===== src/rtl/fun_pkg.sv =====
// Shared types and constants for the a^2 + cbrt(b) requester.
// Covers the operand/result widths, the requester FSM encoding and the watchdog counter sizing.
package fun_pkg;

  localparam int OP_W  = 8;
  localparam int RES_W = 16;

  localparam logic [1:0] S_IDLE  = 2'd0;
  localparam logic [1:0] S_ISSUE = 2'd1;
  localparam logic [1:0] S_WAIT  = 2'd2;
  localparam logic [1:0] S_RESP  = 2'd3;

  typedef enum logic [1:0] {
    IDLE  = S_IDLE,
    ISSUE = S_ISSUE,
    WAIT  = S_WAIT,
    RESP  = S_RESP
  } state_e;

  typedef struct packed {
    logic [OP_W-1:0] a;
    logic [OP_W-1:0] b;
  } op_pair_t;

  localparam int PAIR_W = $bits(op_pair_t);

  // Watchdog counter must be able to hold TIMEOUT itself.
  function automatic int cnt_width(input int timeout);
    return $clog2(timeout + 1);
  endfunction

endpackage


===== src/rtl/fun_initiator_if.sv =====
// Request, compute-unit and response signals of the requester, grouped as one bundle.
// master = the requester itself, slave = the environment (producer, compute unit, consumer).
interface fun_initiator_if;
  import fun_pkg::*;

  logic             req_valid_i;
  logic             req_ready_o;
  logic [OP_W-1:0]  req_a_i;
  logic [OP_W-1:0]  req_b_i;

  logic             calc_start_o;
  logic [OP_W-1:0]  calc_a_o;
  logic [OP_W-1:0]  calc_b_o;
  logic             calc_busy_i;
  logic [RES_W-1:0] calc_result_i;

  logic             rsp_valid_o;
  logic             rsp_ready_i;
  logic [RES_W-1:0] rsp_result_o;
  logic             rsp_timeout_o;

  modport master (
    input  req_valid_i, req_a_i, req_b_i, calc_busy_i, calc_result_i, rsp_ready_i,
    output req_ready_o, calc_start_o, calc_a_o, calc_b_o, rsp_valid_o, rsp_result_o,
           rsp_timeout_o
  );

  modport slave (
    output req_valid_i, req_a_i, req_b_i, calc_busy_i, calc_result_i, rsp_ready_i,
    input  req_ready_o, calc_start_o, calc_a_o, calc_b_o, rsp_valid_o, rsp_result_o,
           rsp_timeout_o
  );

endinterface


===== src/rtl/fun_initiator_op_fifo.sv =====
// Generic synchronous FIFO holding operand pairs; head is visible combinationally.
// Latency: written entry is readable the cycle after push. Backpressure: push ignored when full.
// Simultaneous push and pop keep the count unchanged.
module op_fifo
  import fun_pkg::*;
#(
  parameter int DEPTH = 4,
  parameter int WIDTH = 2 * OP_W
) (
  input  logic                       clk_i,
  input  logic                       rst_i,
  input  logic                       push_i,
  input  logic                       pop_i,
  input  logic [WIDTH-1:0]           din_i,
  output logic [WIDTH-1:0]           dout_o,
  output logic                       full_o,
  output logic                       empty_o,
  output logic [$clog2(DEPTH+1)-1:0] count_o
);

  localparam int AW = $clog2(DEPTH);
  localparam int CW = $clog2(DEPTH + 1);

  logic [WIDTH-1:0] mem_q [DEPTH];
  logic [AW-1:0]    wr_ptr_q, rd_ptr_q;
  logic [CW-1:0]    count_q, count_d;
  logic             do_push, do_pop;

  assign full_o  = (count_q == CW'(DEPTH));
  assign empty_o = (count_q == '0);
  assign count_o = count_q;
  assign dout_o  = mem_q[rd_ptr_q];

  assign do_push = push_i && !full_o;
  assign do_pop  = pop_i && !empty_o;

  always_comb begin
    count_d = count_q;
    if (do_push && !do_pop) begin
      count_d = count_q + CW'(1);
    end else if (do_pop && !do_push) begin
      count_d = count_q - CW'(1);
    end
  end

  // DEPTH is a power of two, so pointers wrap by plain overflow.
  always_ff @(posedge clk_i or posedge rst_i) begin
    if (rst_i) begin
      wr_ptr_q <= '0;
      rd_ptr_q <= '0;
      count_q  <= '0;
    end else begin
      if (do_push) wr_ptr_q <= wr_ptr_q + AW'(1);
      if (do_pop)  rd_ptr_q <= rd_ptr_q + AW'(1);
      count_q <= count_d;
    end
  end

  always_ff @(posedge clk_i) begin
    if (do_push) begin
      mem_q[wr_ptr_q] <= din_i;
    end
  end

endmodule


===== src/rtl/fun_initiator.sv =====
// Requester for the start/busy a^2 + cbrt(b) unit: queues operand pairs, issues one job at a time.
// Latency: queued pair to start pulse 1 cycle, busy-low to response 1 cycle, watchdog after TIMEOUT.
// Backpressure: req_ready_o drops when the queue is full; a held response stalls further issue.
module fun_initiator
  import fun_pkg::*;
#(
  parameter int DEPTH   = 4,
  parameter int TIMEOUT = 255
) (
  input logic             clk_i,
  input logic             rst_i,
  fun_initiator_if.master bus
);

  localparam int CNT_W = cnt_width(TIMEOUT);
  localparam int FCW   = $clog2(DEPTH + 1);

  state_e             state_q;
  logic [CNT_W-1:0]   wait_cnt_q, wait_cnt_d;
  logic               calc_start_q;
  logic [OP_W-1:0]    calc_a_q, calc_b_q;
  logic               rsp_valid_q, rsp_timeout_q;
  logic [RES_W-1:0]   rsp_result_q;

  op_pair_t           push_dat, head_dat;
  logic               push, pop, fifo_full, fifo_empty, timed_out;
  logic [FCW-1:0]     fifo_count;

  assign push_dat   = {bus.req_a_i, bus.req_b_i};
  assign push       = bus.req_valid_i && !fifo_full;
  // Never start into a busy unit: after a watchdog expiry the unit may still be grinding.
  assign pop        = (state_q == IDLE) && !fifo_empty && !bus.calc_busy_i && !rsp_valid_q;
  assign wait_cnt_d = wait_cnt_q + CNT_W'(1);
  assign timed_out  = (wait_cnt_q == CNT_W'(TIMEOUT - 1));

  op_fifo #(
    .DEPTH (DEPTH),
    .WIDTH (PAIR_W)
  ) u_op_fifo (
    .clk_i   (clk_i),
    .rst_i   (rst_i),
    .push_i  (push),
    .pop_i   (pop),
    .din_i   (push_dat),
    .dout_o  (head_dat),
    .full_o  (fifo_full),
    .empty_o (fifo_empty),
    .count_o (fifo_count)
  );

  always_ff @(posedge clk_i or posedge rst_i) begin
    if (rst_i) begin
      state_q       <= IDLE;
      wait_cnt_q    <= '0;
      calc_start_q  <= 1'b0;
      calc_a_q      <= '0;
      calc_b_q      <= '0;
      rsp_valid_q   <= 1'b0;
      rsp_result_q  <= '0;
      rsp_timeout_q <= 1'b0;
    end else begin
      case (state_q)
        IDLE: begin
          if (pop) begin
            calc_a_q     <= head_dat.a;
            calc_b_q     <= head_dat.b;
            calc_start_q <= 1'b1;
            state_q      <= ISSUE;
          end
        end
        ISSUE: begin
          calc_start_q <= 1'b0;
          wait_cnt_q   <= '0;
          state_q      <= WAIT;
        end
        WAIT: begin
          if (!bus.calc_busy_i) begin
            rsp_result_q  <= bus.calc_result_i;
            rsp_timeout_q <= 1'b0;
            rsp_valid_q   <= 1'b1;
            state_q       <= RESP;
          end else if (timed_out) begin
            rsp_result_q  <= '0;
            rsp_timeout_q <= 1'b1;
            rsp_valid_q   <= 1'b1;
            state_q       <= RESP;
          end else begin
            wait_cnt_q <= wait_cnt_d;
          end
        end
        RESP: begin
          if (bus.rsp_ready_i) begin
            rsp_valid_q <= 1'b0;
            state_q     <= IDLE;
          end
        end
        default: state_q <= IDLE;
      endcase
    end
  end

  assign bus.req_ready_o   = (fifo_count < FCW'(DEPTH));
  assign bus.calc_start_o  = calc_start_q;
  assign bus.calc_a_o      = calc_a_q;
  assign bus.calc_b_o      = calc_b_q;
  assign bus.rsp_valid_o   = rsp_valid_q;
  assign bus.rsp_result_o  = rsp_result_q;
  assign bus.rsp_timeout_o = rsp_timeout_q;

  a_start_single: assert property (@(posedge clk_i) disable iff (rst_i)
    calc_start_q |=> !calc_start_q);

  a_rsp_stable: assert property (@(posedge clk_i) disable iff (rst_i)
    (rsp_valid_q && !bus.rsp_ready_i) |=>
      (rsp_valid_q && $stable(rsp_result_q) && $stable(rsp_timeout_q)));

endmodule


===== src/flat_wrapper.sv =====
// flat-port wrapper written by rule: the top's interface ports become plain ports
module fun_initiator_flat import fun_pkg::*;
#(
  parameter int DEPTH   = 4,
  parameter int TIMEOUT = 255
)
  (clk_i, rst_i, bus_req_valid_i, bus_req_a_i, bus_req_b_i, bus_calc_busy_i, bus_calc_result_i, bus_rsp_ready_i, bus_req_ready_o, bus_calc_start_o, bus_calc_a_o, bus_calc_b_o, bus_rsp_valid_o, bus_rsp_result_o, bus_rsp_timeout_o);
  fun_initiator_if bus_i ();
  input logic clk_i;
  input logic rst_i;
  input wire logic [$bits(bus_i.req_valid_i)-1:0] bus_req_valid_i;
  input wire logic [$bits(bus_i.req_a_i)-1:0] bus_req_a_i;
  input wire logic [$bits(bus_i.req_b_i)-1:0] bus_req_b_i;
  input wire logic [$bits(bus_i.calc_busy_i)-1:0] bus_calc_busy_i;
  input wire logic [$bits(bus_i.calc_result_i)-1:0] bus_calc_result_i;
  input wire logic [$bits(bus_i.rsp_ready_i)-1:0] bus_rsp_ready_i;
  output wire logic [$bits(bus_i.req_ready_o)-1:0] bus_req_ready_o;
  output wire logic [$bits(bus_i.calc_start_o)-1:0] bus_calc_start_o;
  output wire logic [$bits(bus_i.calc_a_o)-1:0] bus_calc_a_o;
  output wire logic [$bits(bus_i.calc_b_o)-1:0] bus_calc_b_o;
  output wire logic [$bits(bus_i.rsp_valid_o)-1:0] bus_rsp_valid_o;
  output wire logic [$bits(bus_i.rsp_result_o)-1:0] bus_rsp_result_o;
  output wire logic [$bits(bus_i.rsp_timeout_o)-1:0] bus_rsp_timeout_o;
  assign bus_i.req_valid_i = bus_req_valid_i;
  assign bus_i.req_a_i = bus_req_a_i;
  assign bus_i.req_b_i = bus_req_b_i;
  assign bus_i.calc_busy_i = bus_calc_busy_i;
  assign bus_i.calc_result_i = bus_calc_result_i;
  assign bus_i.rsp_ready_i = bus_rsp_ready_i;
  assign bus_req_ready_o = bus_i.req_ready_o;
  assign bus_calc_start_o = bus_i.calc_start_o;
  assign bus_calc_a_o = bus_i.calc_a_o;
  assign bus_calc_b_o = bus_i.calc_b_o;
  assign bus_rsp_valid_o = bus_i.rsp_valid_o;
  assign bus_rsp_result_o = bus_i.rsp_result_o;
  assign bus_rsp_timeout_o = bus_i.rsp_timeout_o;
  fun_initiator #(.DEPTH(DEPTH), .TIMEOUT(TIMEOUT)) u_core (.clk_i(clk_i), .rst_i(rst_i), .bus(bus_i));
endmodule

===== config.mk =====
export PLATFORM = sky130hd
export DESIGN_NAME = fun_initiator_flat
export DESIGN_NICKNAME = d
export VERILOG_FILES = /design/src/rtl/fun_pkg.sv /design/src/rtl/fun_initiator_if.sv /design/src/rtl/fun_initiator_op_fifo.sv /design/src/rtl/fun_initiator.sv /design/src/flat_wrapper.sv
export SDC_FILE = /design/constraint.sdc
export NUM_CORES = 1
export LEC_CHECK = 0
export ABC_CLOCK_PERIOD_IN_PS = 2700
export BUFFER_PORTS_ARGS = -buffer_cell sky130_fd_sc_hd__buf_2
export CORE_MARGIN = 4
export CORE_UTILIZATION = 30
export CTS_BUF_LIST = sky130_fd_sc_hd__clkbuf_8
export DETAILED_ROUTE_END_ITERATION = 6
export HOLD_SLACK_MARGIN = 0.08
export SETUP_SLACK_MARGIN = 0.5
export SLEW_MARGIN = 5
export SYNTH_ARGS = -nofsm -noshare
export SYNTH_HDL_FRONTEND = slang
export SYNTH_SLANG_ARGS = --single-unit

===== constraint.sdc =====
create_clock -name clk_i -period 2.7 [get_ports clk_i]
set_input_delay 0.54 -clock clk_i [delete_from_list [all_inputs] [get_ports clk_i]]
set_output_delay 0.54 -clock clk_i [all_outputs]
set_load 0.02 [all_outputs]

## Word-level counts from Yosys, hierarchy flattened

Memory sizes are Yosys's and may differ from the RTL's. A register that Yosys moved wholly into a read port is not among the register bits.
Index checks and enable logic that the tools add are counted.

| operators by class | value |
|---|---|
| order comparisons | 1 |
| muxes and demuxes | 21 |
| equality and inequality tests | 11 |
| reductions and logical operators | 26 |
| $add $sub $neg | 5 |

Operators with widths:

| cell | count |
|---|---|
| 2-to-1 mux 16 bit | 2 |
| 2-to-1 mux 8 bit | 2 |
| case mux 8 bit (2 select lines) | 1 |
| AND reduction 3 bit | 3 |
| adder 8 x 1 -> 8 bit (second input constant) | 1 |
| == test 8 bit (second input constant) | 1 |
| logical AND 1 bit | 8 |
| 2-to-1 mux 2 bit | 4 |
| inequality test 2 bit (second input constant) | 4 |
| case mux 2 bit (4 select lines) | 1 |
| nonzero test 2 bit | 4 |
| 2-to-1 mux 1 bit | 7 |
| logical NOT 1 bit | 6 |
| 2-to-1 mux 3 bit | 2 |
| AND reduction 2 bit | 3 |
| adder 2 x 1 -> 2 bit (second input constant) | 2 |
| == test 2 bit (second input constant) | 2 |
| case mux 1 bit (2 select lines) | 2 |
| adder 3 x 1 -> 3 bit (second input constant) | 1 |
| == test 3 bit (second input constant) | 1 |
| logical NOT 3 bit | 1 |
| < comparator 3 bit (second input constant) | 1 |
| inequality test 3 x 2 -> 1 bit (second input constant) | 1 |
| subtractor 3 x 1 -> 3 bit (second input constant) | 1 |
| other kinds (3) | 3 |

| word-level totals | value |
|---|---|
| register bits after elaboration | 36 |
| logic and storage cells | 74 |
| memory bits (writable) | 64 |
| memories | 1 |

Memories:

| memory | depth | bits a word | rd ports | clocked after Yosys merged registers in | write ports | line | text |
|---|---|---|---|---|---|---|---|
| u_core.u_op_fifo.mem_q | 4 | 16 | 1 | 1 | 1 | fun_initiator_op_fifo.sv:24 | `logic [WIDTH-1:0] mem_q [DEPTH];` |

## Logic depth before layout (Yosys ltp)

| depth | value |
|---|---|
| depth after elaboration | 9 |
| gate-level depth with buffers | 10 |
| gate-level depth less buffers | 9 |

## Modules after synthesis

Synthesis repeated with hierarchy kept, for this count alone.

| unflattened totals | value |
|---|---|
| cell total of the unflattened synthesis | 270 |
| area total of the unflattened synthesis | 4758.3 µm² |

By module, submodules not included:

| module | area each (µm²) | times used | seq. area each (µm²) | cells an instance |
|---|---|---|---|---|
| op_fifo | 2796.4 | 1 | 2097.0 | 120 |
| fun_initiator | 1961.9 | 1 | 1126.1 | 150 |

## Worst setup path after synthesis

Ideal clock, no wire load.

| timing | value |
|---|---|
| path kind | reg-to-reg |
| start point | register u_core.u_op_fifo.count_q[0] (netlist: u_core.u_op_fifo.count_o[0]) |
| end point | register u_core.u_op_fifo.count_q[2] (netlist: u_core.u_op_fifo.count_o[2]) |
| period minus slack after synthesis | 2209 ps |
| path slack | 491 ps |
| cell stages (with the launch flop) | 10 |
| data arrival time | 2129 ps |
| path through | dfrtp_1 -> or3_4 -> nand3_2 -> buf_6 -> ha_1 -> inv_1 -> fa_1 -> xor2_1 -> nor2_1 -> xnor2_1 |

| between the ends | value |
|---|---|
| longest elaborated chain between the ends | 9 |

Ends and longest elaborated chain:

| item | line | text |
|---|---|---|
| start, declared | fun_initiator_op_fifo.sv:26 | `logic [CW-1:0] count_q, count_d;` |
| start signal, assigned | fun_initiator_op_fifo.sv:55 | `count_q <= count_d;` |
| logical NOT 3 bit | fun_initiator_op_fifo.sv:30 | `assign empty_o = (count_q == '0);` |
| logical NOT 1 bit | fun_initiator_op_fifo.sv:35, fun_initiator.sv:32 |  |
| logical AND 1 bit (3 in series) | fun_initiator.sv:32 | `assign pop = (state_q == IDLE) && !fifo_empty && !bus.calc_busy_i && !rsp_valid_q;` |
| logical AND 1 bit | fun_initiator_op_fifo.sv:35 | `assign do_pop = pop_i && !empty_o;` |
| logical NOT 1 bit | fun_initiator_op_fifo.sv:39 | `if (do_push && !do_pop) begin` |
| logical AND 1 bit | fun_initiator_op_fifo.sv:39 |  |
| 2-to-1 mux 3 bit or nonzero test 2 bit (tied branches) | -- |  |

Parallel ways exist; a longest one is shown, timed or not. The select of a mux whose other input is x is not followed.
A chain may end at the register's enable or synchronous reset.

## Final worst setup path

Ends and elaborated chain as after synthesis.

==> flow_results.org <==
** Synth
- For this run, asynchronously set or reset flops after synthesis account for 44.8%.
- The top cell type by area accounts for 41.4% of the synthesized area.
- Post-synthesis instance area :: 4640 µm²
- Leading cell type by number of instances after synthesis :: sky130_fd_sc_hd__edfxtp_1
- Count of unique library cells instantiated by Yosys :: 42
- Counting flops and latches in the post-synthesis netlist gives 116.
- Cell taking the most area after synthesis :: sky130_fd_sc_hd__edfxtp_1
- Synthesized netlist net count :: 314
- Top cells by area in the synthesized netlist :: sky130_fd_sc_hd__edfxtp_1 (41%), sky130_fd_sc_hd__dfrtp_1 (28%), sky130_fd_sc_hd__mux4_2 (7.8%)
- Synthesized area per cell :: 17.6 µm²
- Number of warnings issued by yosys :: 0
- Counting flops with a built-in enable in the synthesized netlist gives 64.
- Share of synthesized area occupied by flip-flops and latches :: 69.5%
- Flip-flop cell with the highest count after synthesis :: sky130_fd_sc_hd__edfxtp_1
- Ranked by instance count, the synthesized netlist is headed by sky130_fd_sc_hd__edfxtp_1 (64), sky130_fd_sc_hd__dfrtp_1 (52), sky130_fd_sc_hd__mux2_2 (17).
- Gate Count Post-Synth :: 264

** Clock network
- Clock tree from TritonCTS :: built
- After clock tree synthesis, the clock-pin slew on the worst setup and hold paths is 0.07 ns.
- In this run, CTS created clock tree buffers numbering 17.
- CTS saw 116 sinks.
- Clock latency on the worst-skew pair :: 0.44 ns
- CTS hold repair buffers :: 0
- Bufs on Longest Clock Path :: 2
- H-tree level count :: 4
- The cell sitting at the root of the clock tree is a sky130_fd_sc_hd__clkbuf_8.

** Power and ir drop
- Power consumption :: 6.49 mW
- Relative contribution of combinational cells to total power :: 32.5%
- Switching part of the total :: 32.3%
- Internal Power :: 4.39 mW
- Sequential share of power :: 41.4%
- In this run the power spent charging and discharging nets is 2.10 mW.
- Of the total power, the clock network draws 26.1%.
- VDD sags by at most 428 µV.
- Dividing total power by cell area gives a power density of 1140 nW/µm².
- Summed over all cells, the static leakage comes to 2.34 nW.

** GRT
- Across every metal layer, demand over resource in global routing totals 10.9%.
- Global routing met2 resource utilization :: 18.1%
- Number of antenna violations at the first check in global routing :: 0
- Met1 usage :: 12.7%
- Entering global routing, the biggest net connects 29 pins.
- The total overflow left after global routing is 0.
- Met3 usage :: 4.96%
- The number of global-route vias before repair was 2799.
- Global-route wire length before repair :: 14600 µm
- Most congested layer reported by global routing :: met2

** Routing
- After detailed routing, the average wire length per cell comes to 16.3 µm.
- The first detailed-routing pass ran for 6 iterations.
- The final layout contains routed wiring with a total length of 9060 µm.
- Detailed routing inserted a total of 2599 vias.
- Routed Antenna Nets :: 0
- In the routed design, unresolved DRC markers number 0.
- Via count normalized by instance count :: 4.68
- The first routing iteration left 111 violations.

** Placed design
- At the placement stage, the worst setup path has a slack of 0.522 ns.
- Placer's final routability congestion estimate :: 0.730
- Cells after DPL :: 523
- After legalization and detailed placement, the total HPWL measured 5870 µm.
- Count of buffers inserted at the top-level ports :: 72

** Critical path
- STA classifies the critical path startpoint as a register.
- At the worst endpoint, the required time is 3.06 ns.
- Start of the worst register-to-register path :: u_core.u_op_fifo.count_o[0]
- The critical path starts at u_core.u_op_fifo.count_o[0].
- Signal arrival time at the worst endpoint :: 2.43 ns
- Critical path class :: register to register
- Critical Path Fanout Max :: 4
- The worst setup path is captured at a register.

** Layout
- Number of nets in the final layout :: 404
- The number of antenna diodes in the final layout is 0.
- Compared with the post-synthesis result, the final layout area differs by 22.8%.
- Cells with a size suffix above 1 make up 41.1% of the layout.
- Final std cells w/o fill :: 555

** Floorplan
- Die height :: 132 µm
- After floorplanning, the core was divided into 45 placement rows.
- The floorplan step defined a core boundary enclosing 15200 µm².
- Initial core utilization :: 30.5%
- Die area :: 17500 µm²
- Total I/O pin count :: 73
- From left edge to right edge, the die measures 132 µm.

** Timing
- The final hold violation count came to 0.
- In this run the tightest slew margin relative to its limit is 57.0%.
- Clock skew :: 0.00852 ns
- Portion of the clock cycle consumed by the worst path in the final layout :: 76.5%
- The number of pins exceeding their max-slew limit in the final report came to 0.
- Setup slack after layout :: 0.635 ns
- At the pin with the least slew margin, the transition time is 0.644 ns.
- Setup repair after global routing left no endpoint under its margin.
- Setup violations remaining at the end of the flow were counted as 0.
- Setup total negative slack :: 0 ns
- Final worst path period need :: 2.06 ns
- Timing would allow up to 484 MHz.

** Run status
- The flow ran to the end, and the final reports show no timing, DRC or antenna violations.

** Flow run
- Count of max-cap constraint violations :: 0

** Hold path
- Hold/Removal Path Class :: primary input to asynchronous set/reset pin
area by class of cell:
class	count	area [µm²]
fillers	1422	9500
inverters	11	41.3
well taps	188	235
flip-flops and latches	116	3220
clock buffers	18	248
multi-input cells	127	1330
repair buffers	81	453
clock inverters	14	173
path summary, 6_finish.rpt:
check | endpoint | depth (start not counted) | slack (ns)
min reg2reg | u_core.bus.rsp_result_o[14] | 1 | 0.49
max | u_core.u_op_fifo.count_o[2] | 8 | 0.64
min in group clk_i | u_core.u_op_fifo.mem_q[3][0] | 1 | 0.31
max reg2reg | u_core.u_op_fifo.count_o[2] | 8 | 0.64
max in group asynchronous | u_core.bus.calc_b_o[5] | 3 | 1.94
min | u_core.bus.calc_start_o | 2 | 0.19
state kept, by name (all words and copies together) (netlist names):
name,cells
u_core.bus.rsp_valid_o,1
u_core.bus.calc_a_o,8
u_core.u_op_fifo.rd_ptr_q,2
u_core.u_op_fifo.wr_ptr_q,2
u_core.bus.rsp_result_o,16
u_core.u_op_fifo.mem_q,64
u_core.bus.calc_b_o,8
u_core.wait_cnt_q,8
u_core.bus.rsp_timeout_o,1
u_core.u_op_fifo.count_o,3
u_core.bus.calc_start_o,1
u_core.state_q,2
layer usage:
| metal | wire, µm | share of wire (%) | vias to the layer above |
|---|---|---|---|
| li1 | - | - | 1197 |
| met5 | 0 | 0 | - |
| met3 | 529 | 5.8 | 16 |
| met2 | 4440 | 49 | 69 |
| met1 | 3970 | 44 | 1317 |
| met4 | 123 | 1.4 | 0 |
critical path, cell delays in order, from the launching register on:
cell,delay (ns)
sky130_fd_sc_hd__dfrtp_1,0.43
sky130_fd_sc_hd__or3_4,0.43
sky130_fd_sc_hd__nand3_4,0.09
sky130_fd_sc_hd__ha_1,0.18
sky130_fd_sc_hd__inv_1,0.07
sky130_fd_sc_hd__fa_1,0.38
sky130_fd_sc_hd__xor2_1,0.17
sky130_fd_sc_hd__nor2_1,0.12
sky130_fd_sc_hd__xnor2_1,0.12
placed cells by master, fill, tap and decap left out, types with 3 or more instances in the layout:
cell and instances:
sky130_fd_sc_hd__a21oi_1 3, sky130_fd_sc_hd__a22o_1 16, sky130_fd_sc_hd__and2_1 4, sky130_fd_sc_hd__buf_2 72, sky130_fd_sc_hd__buf_4 7, sky130_fd_sc_hd__bufinv_16 4, sky130_fd_sc_hd__clkbuf_8 18, sky130_fd_sc_hd__clkinv_2 3
sky130_fd_sc_hd__clkinvlp_4 3, sky130_fd_sc_hd__dfrtp_1 52, sky130_fd_sc_hd__edfxtp_1 64, sky130_fd_sc_hd__ha_1 12, sky130_fd_sc_hd__inv_1 13, sky130_fd_sc_hd__mux2_2 17, sky130_fd_sc_hd__mux4_2 16, sky130_fd_sc_hd__nand2_1 5
sky130_fd_sc_hd__nand3_1 4, sky130_fd_sc_hd__nor2_1 7, sky130_fd_sc_hd__nor2b_1 3, sky130_fd_sc_hd__o21ai_0 5, sky130_fd_sc_hd__o31ai_1 3, sky130_fd_sc_hd__xnor2_1 5
kinds of logic after synthesis:
family,share of synthesized area [%]
multiplexers,12.4
XOR/XNOR,1.32
adder cells (fa/ha/maj),3.67
buffers and inverters,2.32
AND/OR/NAND/NOR,4.53
AO/OA/AOI/OAI,6.28
flip-flops,69.5
power groups by stage:
stage          Combinational [mW]  Clock, mW  Sequential (mW)
3_3_place_gp                 2.11          0             2.70
2_1_floorplan                1.23          0             2.96
5_1_grt                      2.30       1.83             2.75
6_report                     2.11       1.69             2.69
4_1_cts                      2.17       1.76             2.70
3_5_place_dp                 2.15          0             2.72
stage by stage:
stage / instance area [µm²] / hold WS (ns) / utilization (%)
6_report: 5700 / 0.189 / 37.5
3_5_place_dp: 5270 / 0.476 / 34.7
5_1_grt: 5700 / 0.203 / 37.5
4_1_cts: 5690 / 0.170 / 37.4
3_3_place_gp: 5270 / 0.477 / 34.7
2_1_floorplan: 4650 / 0.520 / -
repair_timing:
action	4_1_cts	5_1_grt
setup buffers	0	0
endpoints found under the setup margin	0	1
resized for setup	0	1
(Power assumes the default switching activity.)
